--- src/rtl/fwd_pkg.sv ---
// Shared types and constants for the forwarding/hazard scoreboard.
// Slot records carry the producer fields of one in-flight instruction.
package fwd_pkg;

  localparam int REG_ADDR_W = 5;
  localparam int FWD_RF     = 0;

  typedef struct packed {
    logic                  valid;
    logic                  regwrite;
    logic                  memread;
    logic [REG_ADDR_W-1:0] rd;
  } slot_t;

  // r0 is hard-wired, so a write to it never produces a forwardable value.
  function automatic logic isLive(input slot_t s);
    return s.valid && s.regwrite && (s.rd != '0);
  endfunction

endpackage

--- src/rtl/fwd_match.sv ---
// Nearest-slot priority comparator: returns the lowest slot index whose
// candidate bit is set and whose rd equals src, or FWD_RF when none does.
module fwd_match #(
  parameter int REG_ADDR_W = fwd_pkg::REG_ADDR_W,
  parameter int DEPTH      = 3,
  parameter int SEL_W      = $clog2(DEPTH)
) (
  input  logic [DEPTH-1:0]            cand,
  input  logic [DEPTH*REG_ADDR_W-1:0] rd,
  input  logic [REG_ADDR_W-1:0]       src,
  output logic [SEL_W-1:0]            sel
);
  import fwd_pkg::*;

  always_comb begin
    // NOTE: sel gets a default before the loop so every path assigns it;
    // without it this block would infer a latch.
    sel = SEL_W'(FWD_RF);
    // NOTE: blocking assignments here let a later (lower-index) match
    // overwrite an earlier one, so the scan runs high-to-low and nearest wins.
    for (int k = DEPTH - 1; k >= 0; k--) begin
      if (cand[k] && (rd[k*REG_ADDR_W +: REG_ADDR_W] == src)) begin
        sel = SEL_W'(k);
      end
    end
  end

endmodule

--- src/rtl/fwd_hazard_unit.sv ---
// Scoreboard-based forwarding and load-use hazard unit. Tracks DEPTH post-ID
// slots, selects the nearest producer per EX operand and stalls ID on load-use.
module fwd_hazard_unit #(
  parameter int REG_ADDR_W = fwd_pkg::REG_ADDR_W,
  parameter int NUM_SRC    = 2,
  parameter int DEPTH      = 3,
  parameter int LOAD_SLOT  = 2,
  parameter int SEL_W      = $clog2(DEPTH),
  parameter int CNT_W      = 16
) (
  input  logic                          clk_i,
  input  logic                          rst_i,
  input  logic                          freeze_i,
  input  logic                          flush_i,
  input  logic                          id_valid_i,
  input  logic                          id_regwrite_i,
  input  logic                          id_memread_i,
  input  logic [REG_ADDR_W-1:0]         id_rd_i,
  input  logic [NUM_SRC*REG_ADDR_W-1:0] id_rs_i,
  output logic                          stall_o,
  output logic [NUM_SRC*SEL_W-1:0]      fwd_sel_o,
  output logic [CNT_W-1:0]              stall_cnt_o,
  output logic [CNT_W-1:0]              fwd_cnt_o
);
  import fwd_pkg::*;

  // Slot records use the package address width; REG_ADDR_W must match it.
  slot_t                       slots [DEPTH];
  logic [REG_ADDR_W-1:0]       exRs  [NUM_SRC];
  logic [DEPTH*REG_ADDR_W-1:0] slotRd;
  logic [DEPTH*REG_ADDR_W-1:0] stallRd;
  logic [DEPTH-1:0]            fwdCand;
  logic [DEPTH-1:0]            stallCand;
  logic [NUM_SRC-1:0]          fwdHit;
  logic [NUM_SRC-1:0]          stallHit;
  logic [CNT_W-1:0]            stallCnt;
  logic [CNT_W-1:0]            fwdCnt;
  logic                        loadId;

  for (genvar k = 0; k < DEPTH; k++) begin : gFlat
    assign slotRd[k*REG_ADDR_W +: REG_ADDR_W] = slots[k].rd;
  end

  // Stall lookups are shifted up one position so that select 0 stays the
  // "no match" code while slot 0 (EX) can still be a stall source.
  assign stallRd = {slotRd[(DEPTH-1)*REG_ADDR_W-1:0], {REG_ADDR_W{1'b0}}};

  always_comb begin
    fwdCand   = '0;
    stallCand = '0;
    for (int k = 1; k < DEPTH; k++) begin
      fwdCand[k] = isLive(slots[k]) && !(slots[k].memread && (k < LOAD_SLOT));
    end
    for (int j = 0; j < DEPTH - 1; j++) begin
      stallCand[j+1] = isLive(slots[j]) && slots[j].memread && (j < LOAD_SLOT - 1);
    end
  end

  for (genvar i = 0; i < NUM_SRC; i++) begin : gSrc
    logic [SEL_W-1:0] fwdSel;
    logic [SEL_W-1:0] stallSel;

    fwd_match #(
      .REG_ADDR_W(REG_ADDR_W),
      .DEPTH     (DEPTH),
      .SEL_W     (SEL_W)
    ) uFwd (
      .cand(fwdCand),
      .rd  (slotRd),
      .src (exRs[i]),
      .sel (fwdSel)
    );

    fwd_match #(
      .REG_ADDR_W(REG_ADDR_W),
      .DEPTH     (DEPTH),
      .SEL_W     (SEL_W)
    ) uStall (
      .cand(stallCand),
      .rd  (stallRd),
      .src (id_rs_i[i*REG_ADDR_W +: REG_ADDR_W]),
      .sel (stallSel)
    );

    assign fwd_sel_o[i*SEL_W +: SEL_W] = fwdSel;
    assign fwdHit[i]   = (fwdSel != SEL_W'(FWD_RF));
    assign stallHit[i] = (stallSel != SEL_W'(FWD_RF));
  end

  assign stall_o = id_valid_i && !flush_i && (|stallHit);
  assign loadId  = id_valid_i && !flush_i && !stall_o;

  always_ff @(posedge clk_i) begin
    // NOTE: sequential state uses non-blocking assignments so the slot shift
    // reads the pre-edge values of every slot.
    if (rst_i) begin
      // NOTE: the slots are a handful of flops, so the whole record is cleared
      // rather than just valid; this keeps X out of the rd comparators.
      for (int k = 0; k < DEPTH; k++) begin
        slots[k] <= '0;
      end
      for (int i = 0; i < NUM_SRC; i++) begin
        exRs[i] <= '0;
      end
      stallCnt <= '0;
      fwdCnt   <= '0;
    end else if (!freeze_i) begin
      for (int k = 1; k < DEPTH; k++) begin
        slots[k] <= slots[k-1];
      end
      // Bubbles also clear ex_rs; a source of r0 can never match a producer.
      if (loadId) begin
        slots[0] <= '{valid: 1'b1, regwrite: id_regwrite_i,
                      memread: id_memread_i, rd: id_rd_i};
        for (int i = 0; i < NUM_SRC; i++) begin
          exRs[i] <= id_rs_i[i*REG_ADDR_W +: REG_ADDR_W];
        end
      end else begin
        slots[0] <= '0;
        for (int i = 0; i < NUM_SRC; i++) begin
          exRs[i] <= '0;
        end
      end
      if (stall_o && (stallCnt != '1)) begin
        stallCnt <= stallCnt + 1'b1;
      end
      if ((|fwdHit) && (fwdCnt != '1)) begin
        fwdCnt <= fwdCnt + 1'b1;
      end
    end
  end

  assign stall_cnt_o = stallCnt;
  assign fwd_cnt_o   = fwdCnt;

endmodule

--- config.mk ---
export PLATFORM = sky130hd
export DESIGN_NAME = fwd_hazard_unit
export DESIGN_NICKNAME = d
export VERILOG_FILES = /design/src/rtl/fwd_pkg.sv /design/src/rtl/fwd_match.sv /design/src/rtl/fwd_hazard_unit.sv
export SDC_FILE = /design/constraint.sdc
export NUM_CORES = 1
export LEC_CHECK = 0
export ABC_AREA = 0
export ABC_CLOCK_PERIOD_IN_PS = 7750
export CAP_MARGIN = 20
export CORE_MARGIN = 8
export CORE_UTILIZATION = 38
export CTS_CLUSTER_DIAMETER = 80
export DETAILED_ROUTE_END_ITERATION = 16
export GPL_TIMING_DRIVEN = 1
export SLEW_MARGIN = 0
export SYNTH_ARGS = -nofsm -noshare
export SYNTH_HDL_FRONTEND = slang
export SYNTH_HIERARCHICAL = 1
export SYNTH_SLANG_ARGS = --single-unit
--- constraint.sdc ---
create_clock -name clk_i -period 7.75 [get_ports clk_i]
set_input_delay 1.55 -clock clk_i [delete_from_list [all_inputs] [get_ports clk_i]]
set_output_delay 1.55 -clock clk_i [all_outputs]
set_load 0.1 [all_outputs]
### Yosys cells after proc, flatten, opt, wreduce, memory -nomap -nowiden

Memory sizes are Yosys's and may differ from the RTL's.
Index checks and enable logic that the tools add are counted.

| cells by class | value |
|---|---|
| add/subtract/negate cells | 2 |
| equality and inequality tests | 8 |
| muxes and demuxes | 27 |
| bitwise logic cells | 9 |
| reductions and logical operators | 33 |

Operators by type and width:

| kind | number |
|---|---|
| $add 16x1->16 const B | 2 |
| $mux 8 | 4 |
| $ne 16x16->1 const B | 2 |
| $eq 5x5->1 | 6 |
| $mux 5 | 4 |
| $logic_and 1x1->1 | 19 |
| $mux 1 | 15 |
| $reduce_bool 5->1 | 3 |
| $mux 2 | 4 |
| $or 1x1->1 | 8 |
| $reduce_bool 2->1 | 4 |
| $reduce_and 2->1 | 2 |
| $reduce_or 2->1 | 2 |
| $logic_not 1->1 | 3 |
| $not 1->1 | 1 |

| word-level totals | value |
|---|---|
| flip-flop bits (word level) | 32 |
| bits in writable memories | 34 |
| input port bits | 22 |
| word-level logic and storage cells | 83 |
| memories | 2 |

Memories:

| memory | words | bits a word | rd ports | clocked after Yosys merged registers in | wr ports | RTL line | source |
|---|---|---|---|---|---|---|---|
| slots | 3 | 8 | 3 | 0 | 3 | fwd_hazard_unit.sv:28 | `slot_t slots [DEPTH];` |
| exRs | 2 | 5 | 2 | 0 | 2 | fwd_hazard_unit.sv:29 | `logic [REG_ADDR_W-1:0] exRs [NUM_SRC];` |

### Logic depth before layout (Yosys ltp)

Gate-level depths: netlist (run 1).
An unclocked memory read counts as a cell.

| depth | value |
|---|---|
| word-level depth | 17 |
| gate-level depth with buffers | 10 |
| mapped depth without buffers | 9 |

### Cells and area by module

Netlist (run 1), hierarchy kept.

By module, submodules not included:

| module | instances | cells an instance | area each (µm²) | sequential area each (µm²) |
|---|---|---|---|---|
| fwd_hazard_unit | 1 | 295 | 3045.4 | 1631.6 |
| fwd_match | 4 | 23 | 188.9 | 0.0 |

### Worst setup path after synthesis (run 1)

Ideal clock, no wire load.

| timing path | value |
|---|---|
| kind | input -> output |
| start | input port id_rs_i[1] |
| end | output port stall_o |
| data arrival time | 3480 ps |
| setup slack | 2720 ps |
| stages | 6 |
| path buffers | 0 |
| cells stage by stage | xor2_1 nor4_1 nand3_1 nor2_1 nor4_1 nor2_1 |

| between the ends | value |
|---|---|
| cells in the longest elaborated chain, start to end | 6 |

Ends and longest elaborated chain:

| item | RTL line | source |
|---|---|---|
| start, declared | fwd_hazard_unit.sv:19 | `input logic [NUM_SRC*REG_ADDR_W-1:0] id_rs_i,` |
| $eq 5x5->1 | fwd_match.sv:22 | `if (cand[k] && (rd[k*REG_ADDR_W +: REG_ADDR_W] == src)) begin` |
| $logic_and 1x1->1 | fwd_match.sv:22 |  |
| $mux 1 | fwd_match.sv:22 |  |
| named net gSrc[0].stallSel[0] | fwd_hazard_unit.sv:61 | `logic [SEL_W-1:0] stallSel;` |
| $reduce_bool 2->1 | fwd_hazard_unit.sv:87 | `assign stallHit[i] = (stallSel != SEL_W'(FWD_RF));` |
| $reduce_or 2->1 | fwd_hazard_unit.sv:90 | `assign stall_o = id_valid_i && !flush_i && (\|stallHit);` |
| $logic_and 1x1->1 | fwd_hazard_unit.sv:90 |  |
| end, declared | fwd_hazard_unit.sv:20 | `output logic stall_o,` |

The timed path passes the listed nets, and every way through them passes these cells.

### Final worst setup path (run 1)

| timing path | value |
|---|---|
| start | input port id_rs_i[3] |
| end | output port stall_o |

The elaborated chain is that of the path after synthesis.

==> summary.md, run 1 <==
| Metric | Value |
|---|---|
| Final net count | `483` |
| CTS tree | `done` |
| CP max stage cell | `clkdlybuf4s50_1` |
| Maximum clock rate | `166.7 MHz` |
| Netlist cell types | `38` |
| Maximum clock path buffer count | `2` |
| Delay-heaviest family, CP | `buffers and inverters` |
| Fin util | `49.10%` |
| EDFF count, synth | `33` |
| Crit Path Max Fanout | `4` |
| Reg2reg start | `slots[0][8]` |
| Crit path from | `id_rs_i[3]` |
| Yosys top cell by area | `edfxtp_1` |
| Total Wirelength | `8.959 mm` |
| H-tree depth | `3` |
| Final ANT Viol Nets | `0` |
| Critical Path Source Type | `input pin` |
| Req. time, crit path | `6.20 ns` |
| Total Routing Usage GR | `13.97%` |
| Hold Violations, Final | `0` |
| Setup TNS | `0 ns` |
| Max-slew violation count | `0` |
| Fin crit period | `6.000 ns` |
| Clk_skew | `0.01269 ns` |
| P per Cell Area | `159.2 nW/µm²` |
| Initial core utilization | `39.07%` |
| Ys async rst share | `0%` |
| Wire per inst | `15.01 µm` |
| Sink Count | `65` |
| Period utilization | `77.42%` |
| Initial antenna violation count | `0` |
| GRT overflow | `0` |
| Ant. Diodes | `0` |
| Syn Area/Cell | `9.822 µm²` |
| Placer Congestion | `0.8188` |
| # setup viols final | `0` |
| Die X | `116.0 µm` |
| Largest cells by area after synthesis | `edfxtp_1 (26%), dfxtp_1 (17%), xor2_1 (11%), and2_1 (5.6%), mux2_2 (3.3%)` |
| Number of global-route vias before repair | `2961` |
| Synth Instances | `387` |
| Kind of critical path | `in -> out` |
| CP Cell Sequence | `clkdlybuf4s50_1 -> xor2_1 -> nor4_1 -> nand3_1 -> nor2_1 -> nor4_1 -> nor2_1 -> clkdlybuf4s50_1` |
| Pleak | `1.755 nW` |
| Largest stage delay, worst path | `1.01 ns` |
| Most common cell in the synthesized netlist | `xor2_1` |
| Num rows | `36` |
| DRC | `0` |
| Synthesized flop and latch total | `65` |
| Die height | `116.0 µm` |
| Synth Cell Area | `3801 µm²` |
| Main synth FF type | `edfxtp_1` |
| CP arrival | `4.45 ns` |
| Core area | `9729 µm²` |
| Flop-to-flop setup slack | `4.51 ns` |
| Clock Tree Root | `clkbuf_8` |
| DR vias/cell | `4.998` |
| WP depth | `8` |
| Port bufs | `58` |
| Drt pass-1 iters | `4` |
| Worst vdd ir | `0.09662 mV` |
| Max cap viols | `0` |
| Post-synth top area share | `26.07%` |
| CTS Hold Buffers Added | `0` |
| Clock insertion delay at the later pin of the skew report | `0.33 ns` |
| Status | `finished clean` |
| Num CTS Buffers | `9` |
| FILL cells | `932` |
| Synthesis Warnings | `6` |
| Layout cells sized above 1 | `9.052%` |
| DR iter-0 viols | `189` |
| WP buf/inv | `2` |
| Detailed placer's ending HPWL | `6.592 mm` |
| Worst Hold Class | `reg -> reg` |
| Seq/Total Area, Yosys | `42.92%` |
| Via count | `2984` |
| CP endpoint | `stall_o` |
| Layout area overhead | `25.67%` |
| RSZ-0062 raised after global routing | `no` |
| Normalized max-slew margin | `33.67%` |
| Worst r2r path cells | `9` |
| Pin count of the biggest net entering global routing | `47` |
| First-pass GRT wire length | `14.77 mm` |
| Commonest cells post-synth | `xor2_1 (48), and2_1 (34), edfxtp_1 (33), dfxtp_1 (32), a21oi_1 (21)` |
| Io pins | `59` |
| Worst R2R End | `fwd_cnt_o[15]` |
| Worst slew pin tran | `0.9918 ns` |
| DIE AREA | `13460 µm²` |
| CP Capture Type | `output pin` |
| Post-CTS Setup Inserts | `0` |
| CTS resizes | `0` |
| CTS clk-pin slew, worst paths | `0.07 ns` |
[worst reg2reg max path: stages (launching register included)]
cell	delay (ns)
edfxtp_1	0.56
or4_1	0.57
nor2_1	0.10
nor3_1	0.09
nand3_1	0.09
nor3b_2	0.20
or4_1	0.23
or4b_1	0.58
nor4_1	0.35
mux2_2	0.37
[through the flow]
stage	setup WS (ns)	area, µm²	instances	hold WS [ns]	power, mW
after floorplan	2.720	3857	402	0.5242	0.4329
after global placement	1.791	4561	580	0.4938	0.4582
after detailed placement	1.756	4568	581	0.5033	0.4603
after CTS	1.726	4777	597	0.5176	0.7686
after global routing	1.575	4777	597	0.5444	0.7935
final	1.750	4777	597	0.5100	0.7606
[layer usage]
layer | wire, µm | track usage (%) | vias to the layer above
met2 | 4002 | 20.73 | 50
met3 | 463 | 3.804 | 8
li1 | - | - | 1546
met5 | 0 | 0 | -
met1 | 4411 | 18.74 | 1380
met4 | 82 | 5.532 | 0
[state kept, by name, indices dropped and copies added (netlist names)]
register,cells
exRs,10
fwd_cnt_o,16
stall_cnt_o,16
slots,23
[placed cells by master, fill, tap and decap left out, drive strengths merged, types with 3 or more instances in the layout]
master,synthesis,routed
conb,1,16
nand2,17,17
and4,5,5
o31ai,15,15
clkinv,0,4
nor2,20,20
clkbuf,11,9
a21oi,21,21
clkdlybuf4s50,0,58
dfxtp,32,32
o21ai,5,5
or3,5,5
nor4,23,23
and2,34,34
or4,16,16
nor2b,11,11
nand2b,3,3
mux2,11,11
nand3,16,16
xnor2,12,12
inv,4,4
and3,8,8
nand4,9,9
buf,5,4
xor2,48,48
edfxtp,33,33
nor3b,4,4
nor3,5,5
[worst min-delay path by stage]
stage	start	endpoint	slack, ns	cells past startpoint
after floorplan	slots[0][6]	slots[0][14]	0.52	1
after global placement	fwd_cnt_o[14]	fwd_cnt_o[14]	0.49	2
after detailed placement	stall_cnt_o[1]	stall_cnt_o[1]	0.50	2
after CTS	stall_cnt_o[1]	stall_cnt_o[1]	0.52	2
after global routing	stall_cnt_o[1]	stall_cnt_o[1]	0.54	2
final	fwd_cnt_o[14]	fwd_cnt_o[14]	0.51	2
[logic make-up (layout without fill, tap and decap cells)]
family,after synthesis,in the layout,share of synthesized area [%]
and+or+nand+nor,182,182,29.69
muxes,11,11,3.259
xor gates and xnor gates,60,60,13.82
buffers and inverters,20,82,2.139
other,1,16,0.09865
AOI/OAI and AO/OA,46,46,7.406
DFF,65,65,42.92
adders and majority gates,2,2,0.6582
[where the power goes]
group          switching [mW]  internal (mW)  leakage (nW)
combinational          0.0334         0.0325          1.03
clock                   0.130          0.178         0.104
sequential             0.0156          0.371         0.625
total                   0.179          0.582          1.76
[layout make-up]
type	count	area, µm²	area share, %
clock buffers	9	123.9	2.593
clock inverters	7	85.08	1.781
inverters	4	15.01	0.3143
multi-input cells	317	2145	44.89
flip-flops and latches	65	1632	34.15
well taps	133	166.4	3.484
repair buffers	62	610.6	12.78
No activity file was read; power rests on OpenSTA's default activity.
==> run 2: changes to the inputs <==
--- a/config.mk
+++ b/config.mk
@@ -6,7 +6,7 @@
 export NUM_CORES = 1
 export LEC_CHECK = 0
 export ABC_AREA = 0
-export ABC_CLOCK_PERIOD_IN_PS = 7750
+export ABC_CLOCK_PERIOD_IN_PS = 5900
 export CAP_MARGIN = 20
 export CORE_MARGIN = 8
 export CORE_UTILIZATION = 38
==> constraint.sdc (replaced) <==
create_clock -name clk_i -period 5.9 [get_ports clk_i]
set_input_delay 1.18 -clock clk_i [delete_from_list [all_inputs] [get_ports clk_i]]
set_output_delay 1.18 -clock clk_i [all_outputs]
set_load 0.1 [all_outputs]
==> summary.md, run 2 (synthesized netlist as in run 1, its figures left out) <==
| Metric | Value |
|---|---|
| Status | `finished clean` |
| Worst setup margin | `1.454 ns` |
| Total Routing Usage GR | `13.77%` |
| Placer Congestion | `0.8306` |
| DIE AREA | `13460 µm²` |
| Normalized max-slew margin | `32.55%` |
| CTS Hold Buffers Added | `0` |
| Layout area overhead | `25.58%` |
| Drt pass-1 iters | `4` |
| CP Capture Type | `output pin` |
| Io pins | `59` |
| Initial antenna violation count | `0` |
| Fin util | `49.06%` |
| Max reg flops | `23` |
| CP arrival | `3.27 ns` |
| Clock Tree Root | `clkbuf_8` |
| Die X | `116.0 µm` |
| Num rows | `36` |
| Kind of critical path | `in -> out` |
| Most common cell after layout, fill and taps aside | `clkdlybuf4s50_1` |
| Total Wirelength | `8.951 mm` |
| Final ANT Viol Nets | `0` |
| Critical Path Source Type | `input pin` |
| Post-CTS Setup Inserts | `0` |
| Worst vdd ir | `0.1146 mV` |
| Ant. Diodes | `0` |
| # setup viols final | `0` |
| CTS tree | `done` |
| Core area | `9729 µm²` |
| Hold Violations, Final | `0` |
| CTS clk-pin slew, worst paths | `0.08 ns` |
| Sequential cell area | `1632 µm²` |
| Max-slew violation count | `0` |
| Pleak | `1.756 nW` |
| First-pass GRT wire length | `14.64 mm` |
| Number of global-route vias before repair | `2950` |
| DR vias/cell | `5.131` |
| Crit Path Max Fanout | `4` |
| Fin Hold WS | `0.5161 ns` |
| RSZ-0062 raised after global routing | `no` |
| Port bufs | `58` |
| Num CTS Buffers | `9` |
| Req. time, crit path | `4.72 ns` |
| Max cap viols | `0` |
| CTS resizes | `0` |
| GRT overflow | `0` |
| H-tree depth | `3` |
| Fin crit period | `4.446 ns` |
| P per Cell Area | `208.4 nW/µm²` |
| Clk_skew | `0.01382 ns` |
| Maximum clock path buffer count | `2` |
| Sink Count | `65` |
| Total power | `0.9949 mW` |
| Area of the multi-input gates | `2145 µm²` |
| Worst slew pin tran | `1.009 ns` |
| Most flops, register | `slots` |
| Setup TNS | `0 ns` |
| Worst Hold Class | `reg -> reg` |
| Period utilization | `75.35%` |
| FILL cells | `967` |
| Detailed placer's ending HPWL | `6.459 mm` |
| Layout cells sized above 1 | `9.698%` |
| DR iter-0 viols | `173` |
| Pre-CTS setup slack | `1.408 ns` |
| Final net count | `483` |
| Wire per inst | `14.99 µm` |
| Initial core utilization | `39.07%` |
| Clock insertion delay at the later pin of the skew report | `0.35 ns` |
| Die height | `116.0 µm` |
| Pin count of the biggest net entering global routing | `47` |
| DRC | `0` |
| Most frequent cells in the layout | `clkdlybuf4s50_1 (57), xor2_1 (48), and2_1 (34)` |
| Maximum clock rate | `224.9 MHz` |
| Via count | `3063` |
run 2: cell types whose count changed in the layout (fill, tap and decap cells not counted), sizes merged:
| cell | before | now |
|---|---|---|
| buf | 4 | 5 |
| inv | 4 | 7 |
| clkinv | 4 | 2 |
| bufinv | 2 | 1 |
| clkdlybuf4s50 | 58 | 57 |
run 2: worst paths after layout:
| path | slack [ns] | startpoint | cells past startpoint | end |
|---|---|---|---|---|
| worst min register to register | 0.52 | stall_cnt_o[14] | 2 | stall_cnt_o[14] |
| worst max register to register | 2.69 | slots[0][8] | 9 | fwd_cnt_o[15] |
| worst max-delay path | 1.45 | id_rs_i[2] | 8 | stall_o |
| worst min-delay path | 0.52 | stall_cnt_o[14] | 2 | stall_cnt_o[14] |
run 2: worst max-delay path: stages:
cell	delay (ns)
clkdlybuf4s50_1	0.56
xor2_1	0.19
nor4_1	0.08
nand3_1	0.10
nor2_1	0.05
nor4_1	0.73
nor2_1	0.11
buf_4	0.27
run 2: routing by layer:
metal	part of all wire, %	GRT usage (%)
met1	47	17.47
met2	46	21.35
met3	6.2	5.211
met4	1.2	3.803
met5	0	0
run 2: final cells by class:
cell class / count / area share, %
clock buffer: 9 / 2.595
timing repair buffer: 62 / 12.74
multi-input combinational: 317 / 44.93
clock inverter: 7 / 1.756
inverter: 4 / 0.3145
tap: 133 / 3.486
sequential: 65 / 34.18
run 2: power breakdown:
part           leakage [nW]  switching, mW  internal, mW
clock                 0.102          0.199         0.202
combinational          1.03         0.0437        0.0427
sequential            0.625         0.0201         0.487
total                  1.76          0.263         0.732
run 2: through the flow:
stage          instances  cell area (µm²)
5_1_grt              597             4773
2_1_floorplan        402             3857
4_1_cts              597             4773
3_5_place_dp         581             4566
3_3_place_gp         581             4566
6_report             597             4773
==> run 3: changes to the inputs <==
--- a/config.mk
+++ b/config.mk
@@ -6,7 +6,7 @@
 export NUM_CORES = 1
 export LEC_CHECK = 0
 export ABC_AREA = 0
-export ABC_CLOCK_PERIOD_IN_PS = 5900
+export ABC_CLOCK_PERIOD_IN_PS = 4560
 export CAP_MARGIN = 20
 export CORE_MARGIN = 8
 export CORE_UTILIZATION = 38
==> constraint.sdc (replaced) <==
create_clock -name clk_i -period 4.56 [get_ports clk_i]
set_input_delay 0.912 -clock clk_i [delete_from_list [all_inputs] [get_ports clk_i]]
set_output_delay 0.912 -clock clk_i [all_outputs]
set_load 0.1 [all_outputs]
==> summary.md, run 3 (synthesized netlist as in run 1, its figures left out) <==
| Metric | Value |
|---|---|
| Status | `finished clean` |
| Placed Area | `4563 µm²` |
| DIE AREA | `13460 µm²` |
| Drt pass-1 iters | `4` |
| GRT overflow | `0` |
| P per Cell Area | `281.4 nW/µm²` |
| Io pins | `59` |
| RSZ-0062 raised after global routing | `no` |
| Pre-CTS setup slack | `0.6574 ns` |
| Die height | `116.0 µm` |
| H-tree depth | `3` |
| CTS tree | `done` |
| DR iter-0 viols | `145` |
| DRC | `0` |
| Worst slew pin tran | `0.9916 ns` |
| Period utilization | `85.03%` |
| Clk_skew | `0.006283 ns` |
| Num rows | `36` |
| Most flops, register | `slots` |
| Critical Path Source Type | `input pin` |
| CP Cell Sequence | `clkdlybuf4s50_1 -> xor2_1 -> nor4_1 -> nand3_1 -> nor2_1 -> nor4_1 -> nor2_1 -> buf_4` |
| Final instance area | `4797 µm²` |
| Sink Count | `65` |
| Ant. Diodes | `0` |
| Crit Path Max Fanout | `4` |
| CP arrival | `2.97 ns` |
| Normalized max-slew margin | `33.69%` |
| Req. time, crit path | `3.65 ns` |
| Pin count of the biggest net entering global routing | `34` |
| Initial core utilization | `39.07%` |
| Num CTS Buffers | `9` |
| Max cap viols | `0` |
| Wire per inst | `14.84 µm` |
| Hold Violations, Final | `0` |
| Most common cell after layout, fill and taps aside | `clkdlybuf4s50_1` |
| FILL cells | `948` |
| Core area | `9729 µm²` |
| CP max stage cell | `nor4_1` |
| Placer Congestion | `0.8395` |
| DR vias/cell | `5.104` |
| Most frequent cells in the layout | `clkdlybuf4s50_1 (53), xor2_1 (48), and2_1 (34)` |
| Clock Tree Root | `clkbuf_8` |
| Layout cells sized above 1 | `10.32%` |
| CTS clk-pin slew, worst paths | `0.07 ns` |
| Worst setup margin | `0.6828 ns` |
| Layout area overhead | `26.20%` |
| Max reg flops | `23` |
| Worst Hold Class | `reg -> reg` |
| Kind of critical path | `in -> out` |
| Pleak | `1.780 nW` |
| Clock insertion delay at the later pin of the skew report | `0.34 ns` |
| Initial antenna violation count | `0` |
| Max-slew violation count | `0` |
| Total Routing Usage GR | `13.84%` |
| Via count | `3052` |
| CTS resizes | `0` |
| CTS Hold Buffers Added | `0` |
| Total Wirelength | `8.877 mm` |
| Fin Hold WS | `0.5113 ns` |
| Maximum clock path buffer count | `2` |
| Number of global-route vias before repair | `2913` |
| Final ANT Viol Nets | `0` |
| Post-CTS Setup Inserts | `0` |
| Final net count | `484` |
| Port bufs | `58` |
| Detailed placer's ending HPWL | `6.527 mm` |
| Maximum clock rate | `257.9 MHz` |
| Die X | `116.0 µm` |
| CP Capture Type | `output pin` |
| Fin crit period | `3.877 ns` |
| # setup viols final | `0` |
| Worst vdd ir | `0.1538 mV` |
| First-pass GRT wire length | `14.79 mm` |
| Largest stage delay, worst path | `0.67 ns` |
| Setup TNS | `0 ns` |
-- run 3: final timing paths --
| check | cells after the start | endpoint | slack [ns] | startpoint |
|---|---|---|---|---|
| setup / recovery | 8 | stall_o | 0.68 | id_rs_i[2] |
| hold reg to reg | 2 | stall_cnt_o[14] | 0.51 | stall_cnt_o[14] |
| setup reg to reg | 9 | fwd_cnt_o[15] | 1.33 | slots[0][8] |
| hold / removal | 2 | stall_cnt_o[14] | 0.51 | stall_cnt_o[14] |
-- run 3: cell type report --
| type | count | area (µm²) | area share, % |
|---|---|---|---|
| multi-input combinational | 317 | 2145 | 44.71 |
| sequential | 65 | 1632 | 34.01 |
| timing repair buffer | 63 | 605.6 | 12.62 |
| tap | 133 | 166.4 | 3.469 |
| clock buffer | 10 | 127.6 | 2.660 |
| clock inverter | 6 | 106.4 | 2.217 |
| inverter | 4 | 15.01 | 0.3130 |
-- run 3: layer usage --
| layer | vias up | routed length (µm) | track usage (%) | part of all wire [%] |
|---|---|---|---|---|
| met5 | - | 0 | 0 | 0 |
| met1 | 1429 | 4388 | 18.46 | 49 |
| met2 | 61 | 3902 | 20.58 | 44 |
| met3 | 9 | 475 | 4.794 | 5.4 |
| li1 | 1553 | - | - | - |
| met4 | 0 | 111 | 3.976 | 1.3 |
-- run 3: per-stage QoR --
step                      util [%]  instances  power [mW]
after floorplan                  -        402      0.7357
after global routing         49.31        598       1.406
final                        49.31        598       1.350
after detailed placement     46.90        582      0.7821
after global placement       46.90        582      0.7797
after CTS                    49.31        598       1.366
-- run 3: worst max-delay path, delay by kind of cell --
kind                      cells  cell delay [ns]
xor gates and xnor gates      1             0.18
and+or+nand+nor               5             1.04
buffers and inverters         2             0.85
-- run 3: report_power, final --
part | internal [mW] | switching [mW] | leakage (nW)
Combinational | 0.0556 | 0.0565 | 1.04
Clock | 0.361 | 0.220 | 0.114
Sequential | 0.631 | 0.0256 | 0.625
